File: src/rtl/dac_pkg.vh
// Shared definitions for the DAC stream controller and its bench.
// Provides the 2-bit state encodings reported on the state port and the
// midscale macro, which is parameterised by the code width.
`ifndef DAC_PKG_VH
`define DAC_PKG_VH

`define ST_IDLE      2'd0
`define ST_RAMP_UP   2'd1
`define ST_PLAY      2'd2
`define ST_RAMP_DOWN 2'd3

// Midscale code for a given code width: 2**(cw-1)
`define MID(cw) (2 ** ((cw) - 1))

`endif

File: src/rtl/dac_stream_ctrl_pkg.sv
// Package for the DAC stream controller.
// Holds the FSM state type, built on the shared encodings so the state port
// and the bench agree on the numbering, plus the underrun counter ceiling.
`include "rtl/dac_pkg.vh"

package dac_stream_ctrl_pkg;

    typedef enum logic [1:0] {
        S_IDLE      = `ST_IDLE,
        S_RAMP_UP   = `ST_RAMP_UP,
        S_PLAY      = `ST_PLAY,
        S_RAMP_DOWN = `ST_RAMP_DOWN
    } dac_state_t;

    localparam logic [15:0] UNDERRUN_MAX = 16'hFFFF;

endpackage

File: src/rtl/dac_stream_ctrl_sync_fifo.sv
// sync_fifo: single-clock sample buffer.
// Ports:
//   i_clk, i_rst  clock, asynchronous active-high reset
//   i_push        write i_data (ignored while full)
//   i_pop         drop the head entry (ignored while empty)
//   i_flush       synchronous empty; overrides push/pop on the same edge
//   i_data        word to write
//   o_full        DEPTH entries held
//   o_empty       no entries held
//   o_head        oldest entry (valid only when !o_empty)
module sync_fifo #(
    parameter int WIDTH = 10,
    parameter int DEPTH = 4
) (
    input  logic             i_clk,
    input  logic             i_rst,
    input  logic             i_push,
    input  logic             i_pop,
    input  logic             i_flush,
    input  logic [WIDTH-1:0] i_data,
    output logic             o_full,
    output logic             o_empty,
    output logic [WIDTH-1:0] o_head
);

    localparam int AW = $clog2(DEPTH);

    logic [WIDTH-1:0] r_mem [DEPTH];
    // One extra pointer bit separates full from empty when the indices match
    logic [AW:0]      r_wr_ptr;
    logic [AW:0]      r_rd_ptr;
    logic             w_do_push;
    logic             w_do_pop;

    assign o_empty   = (r_wr_ptr == r_rd_ptr);
    assign o_full    = (r_wr_ptr[AW] != r_rd_ptr[AW]) &&
                       (r_wr_ptr[AW-1:0] == r_rd_ptr[AW-1:0]);
    assign w_do_push = i_push && !o_full;
    assign w_do_pop  = i_pop && !o_empty;
    assign o_head    = r_mem[r_rd_ptr[AW-1:0]];

    // Pointer update: flush empties the buffer, otherwise advance on accepted push/pop
    always_ff @(posedge i_clk or posedge i_rst) begin
        if (i_rst) begin
            r_wr_ptr <= '0;
            r_rd_ptr <= '0;
        end else if (i_flush) begin
            r_wr_ptr <= '0;
            r_rd_ptr <= '0;
        end else begin
            if (w_do_push) begin
                r_wr_ptr <= r_wr_ptr + (AW+1)'(1);
            end
            if (w_do_pop) begin
                r_rd_ptr <= r_rd_ptr + (AW+1)'(1);
            end
        end
    end

    // Storage write; contents need no reset since the pointers gate visibility
    always_ff @(posedge i_clk) begin
        if (w_do_push) begin
            r_mem[r_wr_ptr[AW-1:0]] <= i_data;
        end
    end

endmodule

File: src/rtl/dac_stream_ctrl.sv
// dac_stream_ctrl: feeds one sample code per PWM window to the DAC.
// Buffers samples from a valid/ready producer, ramps the code between 0 and
// midscale on start/stop to avoid clicks, and counts empty-buffer windows.
// Ports:
//   i_clk, i_rst        clock, asynchronous active-high reset
//   i_enable            level: 1 = play, 0 = stop
//   i_s_data/i_s_valid  producer sample and its valid
//   o_s_ready           sample accepted when i_s_valid && o_s_ready
//   i_next_sample       one-cycle pulse per PWM window from the DAC
//   o_code              registered code to the DAC
//   o_active            1 whenever not IDLE
//   o_state             0=IDLE 1=RAMP_UP 2=PLAY 3=RAMP_DOWN
//   o_underrun_count    saturating count of PLAY windows with an empty buffer
module dac_stream_ctrl
    import dac_stream_ctrl_pkg::*;
#(
    parameter int CYCLES_PER_WINDOW = 1024,
    parameter int CODE_WIDTH        = $clog2(CYCLES_PER_WINDOW),
    parameter int FIFO_DEPTH        = 4,
    parameter int RAMP_STEP         = 8
) (
    input  logic                  i_clk,
    input  logic                  i_rst,
    input  logic                  i_enable,
    input  logic [CODE_WIDTH-1:0] i_s_data,
    input  logic                  i_s_valid,
    output logic                  o_s_ready,
    input  logic                  i_next_sample,
    output logic [CODE_WIDTH-1:0] o_code,
    output logic                  o_active,
    output logic [1:0]            o_state,
    output logic [15:0]           o_underrun_count
);

    localparam logic [CODE_WIDTH:0] MID_W  = (CODE_WIDTH+1)'(`MID(CODE_WIDTH));
    localparam logic [CODE_WIDTH:0] STEP_W = (CODE_WIDTH+1)'(RAMP_STEP);

    dac_state_t            r_state;
    logic [CODE_WIDTH-1:0] r_code;
    logic                  r_active;
    logic [15:0]           r_underrun;

    logic                  w_fifo_full;
    logic                  w_fifo_empty;
    logic [CODE_WIDTH-1:0] w_fifo_head;
    logic                  w_fifo_push;
    logic                  w_fifo_pop;
    logic                  w_fifo_flush;
    logic                  w_underrun_inc;
    logic [CODE_WIDTH:0]   w_up_sum;
    logic [CODE_WIDTH-1:0] w_up_next;
    logic [CODE_WIDTH-1:0] w_dn_next;

    assign o_s_ready   = !w_fifo_full && ((r_state == S_RAMP_UP) || (r_state == S_PLAY));
    assign w_fifo_push = i_s_valid && o_s_ready;

    assign o_code           = r_code;
    assign o_active         = r_active;
    assign o_state          = r_state;
    assign o_underrun_count = r_underrun;

    sync_fifo #(
        .WIDTH (CODE_WIDTH),
        .DEPTH (FIFO_DEPTH)
    ) u_fifo (
        .i_clk   (i_clk),
        .i_rst   (i_rst),
        .i_push  (w_fifo_push),
        .i_pop   (w_fifo_pop),
        .i_flush (w_fifo_flush),
        .i_data  (i_s_data),
        .o_full  (w_fifo_full),
        .o_empty (w_fifo_empty),
        .o_head  (w_fifo_head)
    );

    // Ramp arithmetic in one extra bit so the up-step cannot wrap before clamping
    always_comb begin
        w_up_sum  = {1'b0, r_code} + STEP_W;
        if (w_up_sum > MID_W) begin
            w_up_next = MID_W[CODE_WIDTH-1:0];
        end else begin
            w_up_next = w_up_sum[CODE_WIDTH-1:0];
        end
        if ({1'b0, r_code} > STEP_W) begin
            w_dn_next = r_code - STEP_W[CODE_WIDTH-1:0];
        end else begin
            w_dn_next = '0;
        end
    end

    // Buffer control: pop or flag underrun on a PLAY pulse; flush when stopping
    always_comb begin
        w_fifo_pop     = 1'b0;
        w_underrun_inc = 1'b0;
        w_fifo_flush   = 1'b0;
        if ((r_state == S_PLAY) && i_next_sample) begin
            if (!w_fifo_empty) begin
                w_fifo_pop = 1'b1;
            end else begin
                w_underrun_inc = 1'b1;
            end
        end else begin
            w_fifo_pop = 1'b0;
        end
        // Stale samples buffered during a ramp-up are dropped as well
        if (((r_state == S_PLAY) || (r_state == S_RAMP_UP)) && !i_enable) begin
            w_fifo_flush = 1'b1;
        end else begin
            w_fifo_flush = 1'b0;
        end
    end

    // Control FSM with the code register and underrun counter
    always_ff @(posedge i_clk or posedge i_rst) begin
        if (i_rst) begin
            r_state    <= S_IDLE;
            r_code     <= '0;
            r_active   <= 1'b0;
            r_underrun <= 16'd0;
        end else begin
            if (w_underrun_inc && (r_underrun != UNDERRUN_MAX)) begin
                r_underrun <= r_underrun + 16'd1;
            end
            case (r_state)
                S_IDLE: begin
                    r_code <= '0;
                    if (i_enable) begin
                        r_state  <= S_RAMP_UP;
                        r_active <= 1'b1;
                    end
                end
                S_RAMP_UP: begin
                    if (i_next_sample) begin
                        r_code <= w_up_next;
                    end
                    // Stop has priority; the pulse's code step still lands this edge
                    if (!i_enable) begin
                        r_state <= S_RAMP_DOWN;
                    end else if (i_next_sample && ({1'b0, w_up_next} == MID_W)) begin
                        r_state <= S_PLAY;
                    end
                end
                S_PLAY: begin
                    if (i_next_sample && !w_fifo_empty) begin
                        r_code <= w_fifo_head;
                    end
                    if (!i_enable) begin
                        r_state <= S_RAMP_DOWN;
                    end
                end
                S_RAMP_DOWN: begin
                    // Already silent on entry: leave without waiting for a window
                    if (r_code == '0) begin
                        r_state  <= S_IDLE;
                        r_active <= 1'b0;
                    end else if (i_next_sample) begin
                        r_code <= w_dn_next;
                        if (w_dn_next == '0) begin
                            r_state  <= S_IDLE;
                            r_active <= 1'b0;
                        end
                    end
                end
                default: begin
                    r_state  <= S_IDLE;
                    r_code   <= '0;
                    r_active <= 1'b0;
                end
            endcase
        end
    end

endmodule

File: config.mk
export PLATFORM = sky130hd
export DESIGN_NAME = dac_stream_ctrl
export DESIGN_NICKNAME = d
export VERILOG_FILES = /design/src/rtl/dac_stream_ctrl_pkg.sv /design/src/rtl/dac_stream_ctrl_sync_fifo.sv /design/src/rtl/dac_stream_ctrl.sv
export VERILOG_INCLUDE_DIRS = /design/src /design/src/rtl
export SDC_FILE = /design/constraint.sdc
export NUM_CORES = 1
export LEC_CHECK = 0
export ABC_AREA = 1
export BUFFER_PORTS_ARGS = -buffer_cell sky130_fd_sc_hd__clkbuf_2
export CAP_MARGIN = 30
export CORE_UTILIZATION = 59
export DETAILED_ROUTE_END_ITERATION = 12
export PLACE_DENSITY = 0.87
export SYNTH_ARGS = -nofsm -noshare
export SYNTH_HDL_FRONTEND = slang
export SYNTH_SLANG_ARGS = --single-unit
File: constraint.sdc
create_clock -name i_clk -period 2 [get_ports i_clk]
set_input_delay 0.4 -clock i_clk [delete_from_list [all_inputs] [get_ports i_clk]]
set_output_delay 0.4 -clock i_clk [all_outputs]
set_load 0.02 [all_outputs]
-- After elaboration in Yosys (flattened, before gate mapping)
Memories as Yosys holds them, arrays and structs flattened.
Cells that the tools add are included.
- register bits: 35
- RAM bits: 40
- input port bits: 15
- output and inout bits: 30
- logic and storage cells: 85
- memories: 1
- add/subtract/negate cells: 5
- order comparisons: 2
- equality and inequality tests: 17
- muxes and demuxes: 31
- reductions and logical operators: 23
- memory list (name ; depth ; width ; read ports ; clocked after memory_dff ; write ports ; RTL line ; source):
    u_fifo.r_mem ; 4 ; 10 ; 1 ; 0 ; 1 ; dac_stream_ctrl_sync_fifo.sv:28 ; logic [WIDTH-1:0] r_mem [DEPTH];
- operators with widths (cell ; number):
    10-bit two-way mux ; 6
    10-bit case mux with 4 select lines ; 1
    10-bit zero test ; 2
    16-bit by 1-bit adder with 16-bit output (second input constant) ; 1
    16-bit != test (second input constant) ; 1
    2-bit two-way mux ; 7
    3-bit two-way mux ; 4
    10-bit by 4-bit adder with 11-bit output (second input constant) ; 1
    11-bit by 10-bit > comparator with 1-bit output (second input constant) ; 1
    1-bit two-way mux ; 11
    10-bit == test (second input constant) ; 1
    10-bit by 4-bit > comparator with 1-bit output (second input constant) ; 1
    1-bit logical AND ; 10
    2-bit != test (second input constant) ; 5
    10-bit by 4-bit subtractor with 10-bit output (second input constant) ; 1
    2-bit case mux with 4 select lines ; 1
    4-bit AND reduction ; 2
    3-bit by 1-bit adder with 3-bit output (second input constant) ; 2
    3-bit != test (second input constant) ; 2
    2-bit nonzero test ; 3
    5-bit AND reduction ; 1
    2-bit == test (second input constant) ; 2
    3-bit == test ; 1
    1-bit zero test ; 3
    8 further kinds ; 8

-- Longest topological paths before layout
- depth after elaboration: 8
- gate-level depth with buffers: 14
- mapped depth without buffers: 14

-- By module
A second synthesis with hierarchy kept.
- cell total of the unflattened synthesis: 480
- area, all modules: 4156.5 um^2
- modules (own cells, without submodules) (module ; times used ; cells each ; area each (um^2) ; seq. area each (um^2)):
    dac_stream_ctrl ; 1 ; 320 ; 2222.1 ; 725.7
    sync_fifo ; 1 ; 160 ; 1934.4 ; 1351.3

-- Least setup slack after synthesis
Ideal clock, no wire load.
- path type: reg-to-reg
- start: register r_state[0] (netlist: o_state[0])
- end: memory u_fifo.r_mem[3][0], enable pin
- setup time: 0.379 ns
- arrival: 1.833 ns
- required time: 1.621 ns
- path slack: -0.212 ns
- cell stages (with the launch flop): 7
- buffers on the path: 0
- clock period less this slack: 2.212 ns
- path through: dfrtp_1 > inv_1 > ha_1 > o21ai_0 > inv_1 > nand2_1 > nor2_1
- word-level cells in the longest chain between the ends: 7
- elaborated cells between the ends (all ways): 8
- those cells by class: 2 x eq/ne; 2 x mux; 4 x reduce/logical
- RTL lines (element ; RTL line ; source):
    from (decl) ; dac_stream_ctrl.sv:38 ; dac_state_t r_state;
    from (signal assigned) ; dac_stream_ctrl.sv:117 ; r_state <= S_IDLE;
    from (signal assigned) ; dac_stream_ctrl.sv:129 ; r_state <= S_RAMP_UP;
    from (signal assigned) ; dac_stream_ctrl.sv:139 ; r_state <= S_RAMP_DOWN;
    2-bit == test or 2-bit by 1-bit == test with 1-bit output (tied branches) ; dac_stream_ctrl.sv:54 ; assign o_s_ready = !w_fifo_full && ((r_state == S_RAMP_UP) || (r_state == S_PLAY));
    1-bit logical OR * ; dac_stream_ctrl.sv:54 ;
    1-bit logical AND * ; dac_stream_ctrl.sv:54 ;
    named net o_s_ready ; dac_stream_ctrl.sv:27 ; output logic o_s_ready,
    1-bit logical AND * ; dac_stream_ctrl.sv:55 ; assign w_fifo_push = i_s_valid && o_s_ready;
    1-bit logical AND * ; dac_stream_ctrl_sync_fifo.sv:38 ; assign w_do_push = i_push && !o_full;
    1-bit two-way mux * ; dac_stream_ctrl_sync_fifo.sv:62 ; if (w_do_push) begin
    1-bit two-way mux (not written as such) * ; dac_stream_ctrl_sync_fifo.sv:63 ; r_mem[r_wr_ptr[AW-1:0]] <= i_data;
    to (decl) ; dac_stream_ctrl_sync_fifo.sv:28 ;
The timed path passes the listed nets; every way through them passes the cells marked *.

-- Worst setup path after layout
- start: register r_state[0] (netlist: o_state[0])
- end: output o_s_ready
- word-level cells in the longest chain between the ends: 3
- elaborated cells between the ends (all ways): 4
- those cells by class: 2 x eq/ne; 2 x reduce/logical
- RTL lines (element ; RTL line):
    2-bit == test or 2-bit by 1-bit == test with 1-bit output (tied branches) ; dac_stream_ctrl.sv:54
    1-bit logical OR * ; dac_stream_ctrl.sv:54
    1-bit logical AND * ; dac_stream_ctrl.sv:54
    to (decl) ; dac_stream_ctrl.sv:27
Mark *: on every way between the ends. The rest lies on a longest branch, timed or not.

==> out/metrics.csv <==
stage;metric;value;unit
drt;via count;3441;
die;Core Region;6790;sq um
sta;Hold Slack;0.110;ns
clock_tree;Clock Path Buffers;2;
die;Initial Util;60.8;%
global_routing;antenna violations before repair;0;
sta;Slew @ Worst Pin;0.451;ns
sta;Slew Viols, Final;0;
setup_path;Setup Crit Path Kind;flip-flop to output port;
global_routing;vias in the first global route;3215;
hold_path;Hold WC Path Type;input port to async pin;
yosys;synth unique cells;37;
die;Die X;85.7;um
sta;Period minus WS final;1.94;ns
layout;share of cells above drive strength 1;21.9;%
placed_design;placed cells;619;
drt;routed len/inst;14.4;um
drt;DRC viols;0;
yosys;Syn Std Cell Area;4130;sq um
sta;Relative slew margins;69.9;%
yosys;warnings from Yosys;0;
sta;fmax;0.516;GHz
drt;initial drt markers;207;
drt;post-route ant nets;0;
layout;Non-Filler Instances;639;
placed_design;pre-CTS setup slack;-0.0467;ns
die;FP Rows;30;
setup_path;Worst Path Arrival;1.54;ns
global_routing;largest net degree at the start of global routing;36;
clock_tree;H-tree depth;3;
sta;clk_skew;0.0131;ns
placed_design;Final GP Congestion;0.933;
layout;diodes inserted;0;
global_routing;GRT Residual Overflow;0;
die;I/O pin total;45;
power_and_ir_drop;power per cell area;1430;nW/um^2
drt;drt total wl;9210;um
placed_design;Final HPWL DP;6360;um
power_and_ir_drop;peak supply drop;0.000990;V
yosys;cell accounting for the most synthesized area;edfxtp_1;
clock_tree;CTS tree;done;
global_routing;GRT Util Overall;26.1;%
yosys;Syn Inst Count;472;
yosys;Yosys reg bits;75;
power_and_ir_drop;standby leakage power;2.31;nW
setup_path;CP Max Fanout;4;
yosys;Avg Synthesized Cell Area;8.75;sq um
setup_path;startpoint types;flip-flop;
layout;final core occ;72.6;%
placed_design;Port Buffers;44;
clock_tree;clock root cell;clkbuf_8;
clock_tree;CTS Buf Count;9;
layout;area grow syn2layout;19.4;%
die;die area;7340;sq um
clock_tree;# clock sinks;75;
setup_path;endpoint type of the worst setup path;output port;
drt;First-pass DRT Iterations;6;
drt;Vias/cell;5.38;
sta;Tcrit/Tclk final;96.8;%
yosys;Area contributors post-synth;edfxtp_1 (29%), dfrtp_1 (21%), nand2_1 (10%);
global_routing;first-pass GRT wire length;14700;um
sta;# setup viols final;0;
setup_path;WP data required;1.60;ns
layout;# nets final;566;
die;Die H;85.7;um
outcome;outcome;complete, no violations;
clock_tree;Worst-Skew Late Latency;0.36;ns
yosys;Seq/Total Area, Yosys;50.3;%
job;Max-Cap Viols;0;
yosys;top cell type's share of synthesized area;29.1;%
yosys;syn nets;500;
sta;Hold Vio Cnt, Final;0;
sta;worst setup margin;0.0636;ns
clock_tree;clock slew seen by the registers of the worst setup and hold paths;0.08;ns
## worst paths after layout
| path | from | to | slack, ns | cells after the start |
|---|---|---|---|---|
| worst min register to register | o_active | o_active | 0.50 | 2 |
| worst min-delay path | i_rst | o_underrun_count[13] | 0.11 | 3 |
| worst max-delay path | o_state[0] | o_s_ready | 0.06 | 5 |
| worst max register to register | o_underrun_count[0] | o_underrun_count[3] | 0.13 | 11 |
| max in group asynchronous | i_rst | u_fifo.r_rd_ptr[1] | 1.53 | 3 |
| min in group i_clk | i_s_data[4] | u_fifo.r_mem[1][4] | 0.26 | 1 |
## logic make-up after synthesis
family	Yosys count	share of synthesized area (%)
AOI/OAI and AO/OA	56	7.36
xor gates and xnor gates	21	4.63
adders and majority gates	13	3.94
buffers and inverters	76	7.42
DFF	75	50.3
and+or+nand+nor	231	26.4
## sequential cells by signal, summed over array words and instances, names as in the netlist
register and flops:
u_fifo.r_mem 40, o_underrun_count 16, o_code 10, u_fifo.r_rd_ptr 3
u_fifo.r_wr_ptr 3, o_state 2, o_active 1
## synth_stat cells
cell type / count
nand4_1: 5
o22ai_1: 2
nor2_2: 5
buf_4: 1
nor2_4: 3
nand3_2: 1
nand3_4: 1
nor2_1: 28
inv_1: 60
o21ai_1: 4
a21oi_2: 1
clkinv_1: 2
nand3_1: 59
inv_2: 3
xor2_1: 13
a21oi_1: 17
clkbuf_1: 6
edfxtp_1: 40
nand3b_1: 2
nor2_8: 2
dfrtp_1: 35
nand2_4: 1
nor3b_1: 1
nand2_1: 110
xnor2_1: 7
nand2_2: 4
o21ai_0: 25
and3_1: 1
o211ai_1: 3
nor3_1: 5
buf_2: 2
o31ai_1: 4
nor3_2: 1
xnor2_2: 1
nor2b_1: 2
ha_1: 13
buf_6: 2
## area by class of cell
type                    count  area [sq um]
repair buffers             66           402
flip-flops and latches     75          2080
multi-input cells         321          1800
clock inverters             5           150
inverters                  65           244
well taps                  96           120
clock buffers              11           131
fillers                   498          1860
## worst max-delay path, cell delays in order, from the launching register on
cell	delay, ns
dfrtp_1	0.38
inv_1	0.14
ha_1	0.30
o21ai_0	0.11
inv_1	0.08
clkbuf_2	0.16
## stage by stage
step / cell area, sq um / total power (W) / TNS, ns
4_1_cts: 4840 / 0.00690 / 0
5_1_grt: 4930 / 0.00749 / -0.0258
6_report: 4930 / 0.00705 / 0
3_5_place_dp: 4560 / 0.00525 / -0.177
3_3_place_gp: 4560 / 0.00512 / 0
2_1_floorplan: 4150 / 0.00437 / -1.94
## per-layer routing
layer / vias to the layer above / track usage, % / share of wire, %
li1: 1681 / - / -
met1: 1587 / 32.0 / 41
met2: 141 / 44.0 / 50
met3: 32 / 7.51 / 6.3
met4: 0 / 10.2 / 2.2
met5: - / 0 / 0
## repair_timing
item	CTS	global route
endpoints found under the setup margin	10	27
hold buffers	0	0
setup buffers	0	4
gates resized for setup	1	14
pin swaps	0	1
## layout by cell type (no fill, tap or decap), types with 2 or more instances in the layout
cell / n
a21oi_1: 17
buf_4: 20
bufinv_16: 5
clkbuf_1: 2
clkbuf_2: 44
clkbuf_8: 9
clkinv_1: 2
dfrtp_1: 30
dfrtp_2: 5
edfxtp_1: 40
ha_1: 11
inv_1: 59
inv_2: 4
nand2_1: 109
nand2_2: 4
nand2_4: 2
nand3_1: 59
nand3b_1: 2
nand4_1: 5
nor2_1: 24
nor2_2: 8
nor2_4: 4
nor2_8: 2
nor3_1: 5
o211ai_1: 3
o21ai_0: 25
o21ai_1: 4
o22ai_1: 2
o31ai_1: 4
xnor2_1: 5
xnor2_2: 3
xor2_1: 13
## where the power goes
| group | switching (W) | internal, W |
|---|---|---|
| clock | 0.000554 | 0.00108 |
| combinational | 0.00210 | 0.00113 |
| sequential | 0.000242 | 0.00195 |
Power figures use the tool's default switching activity.
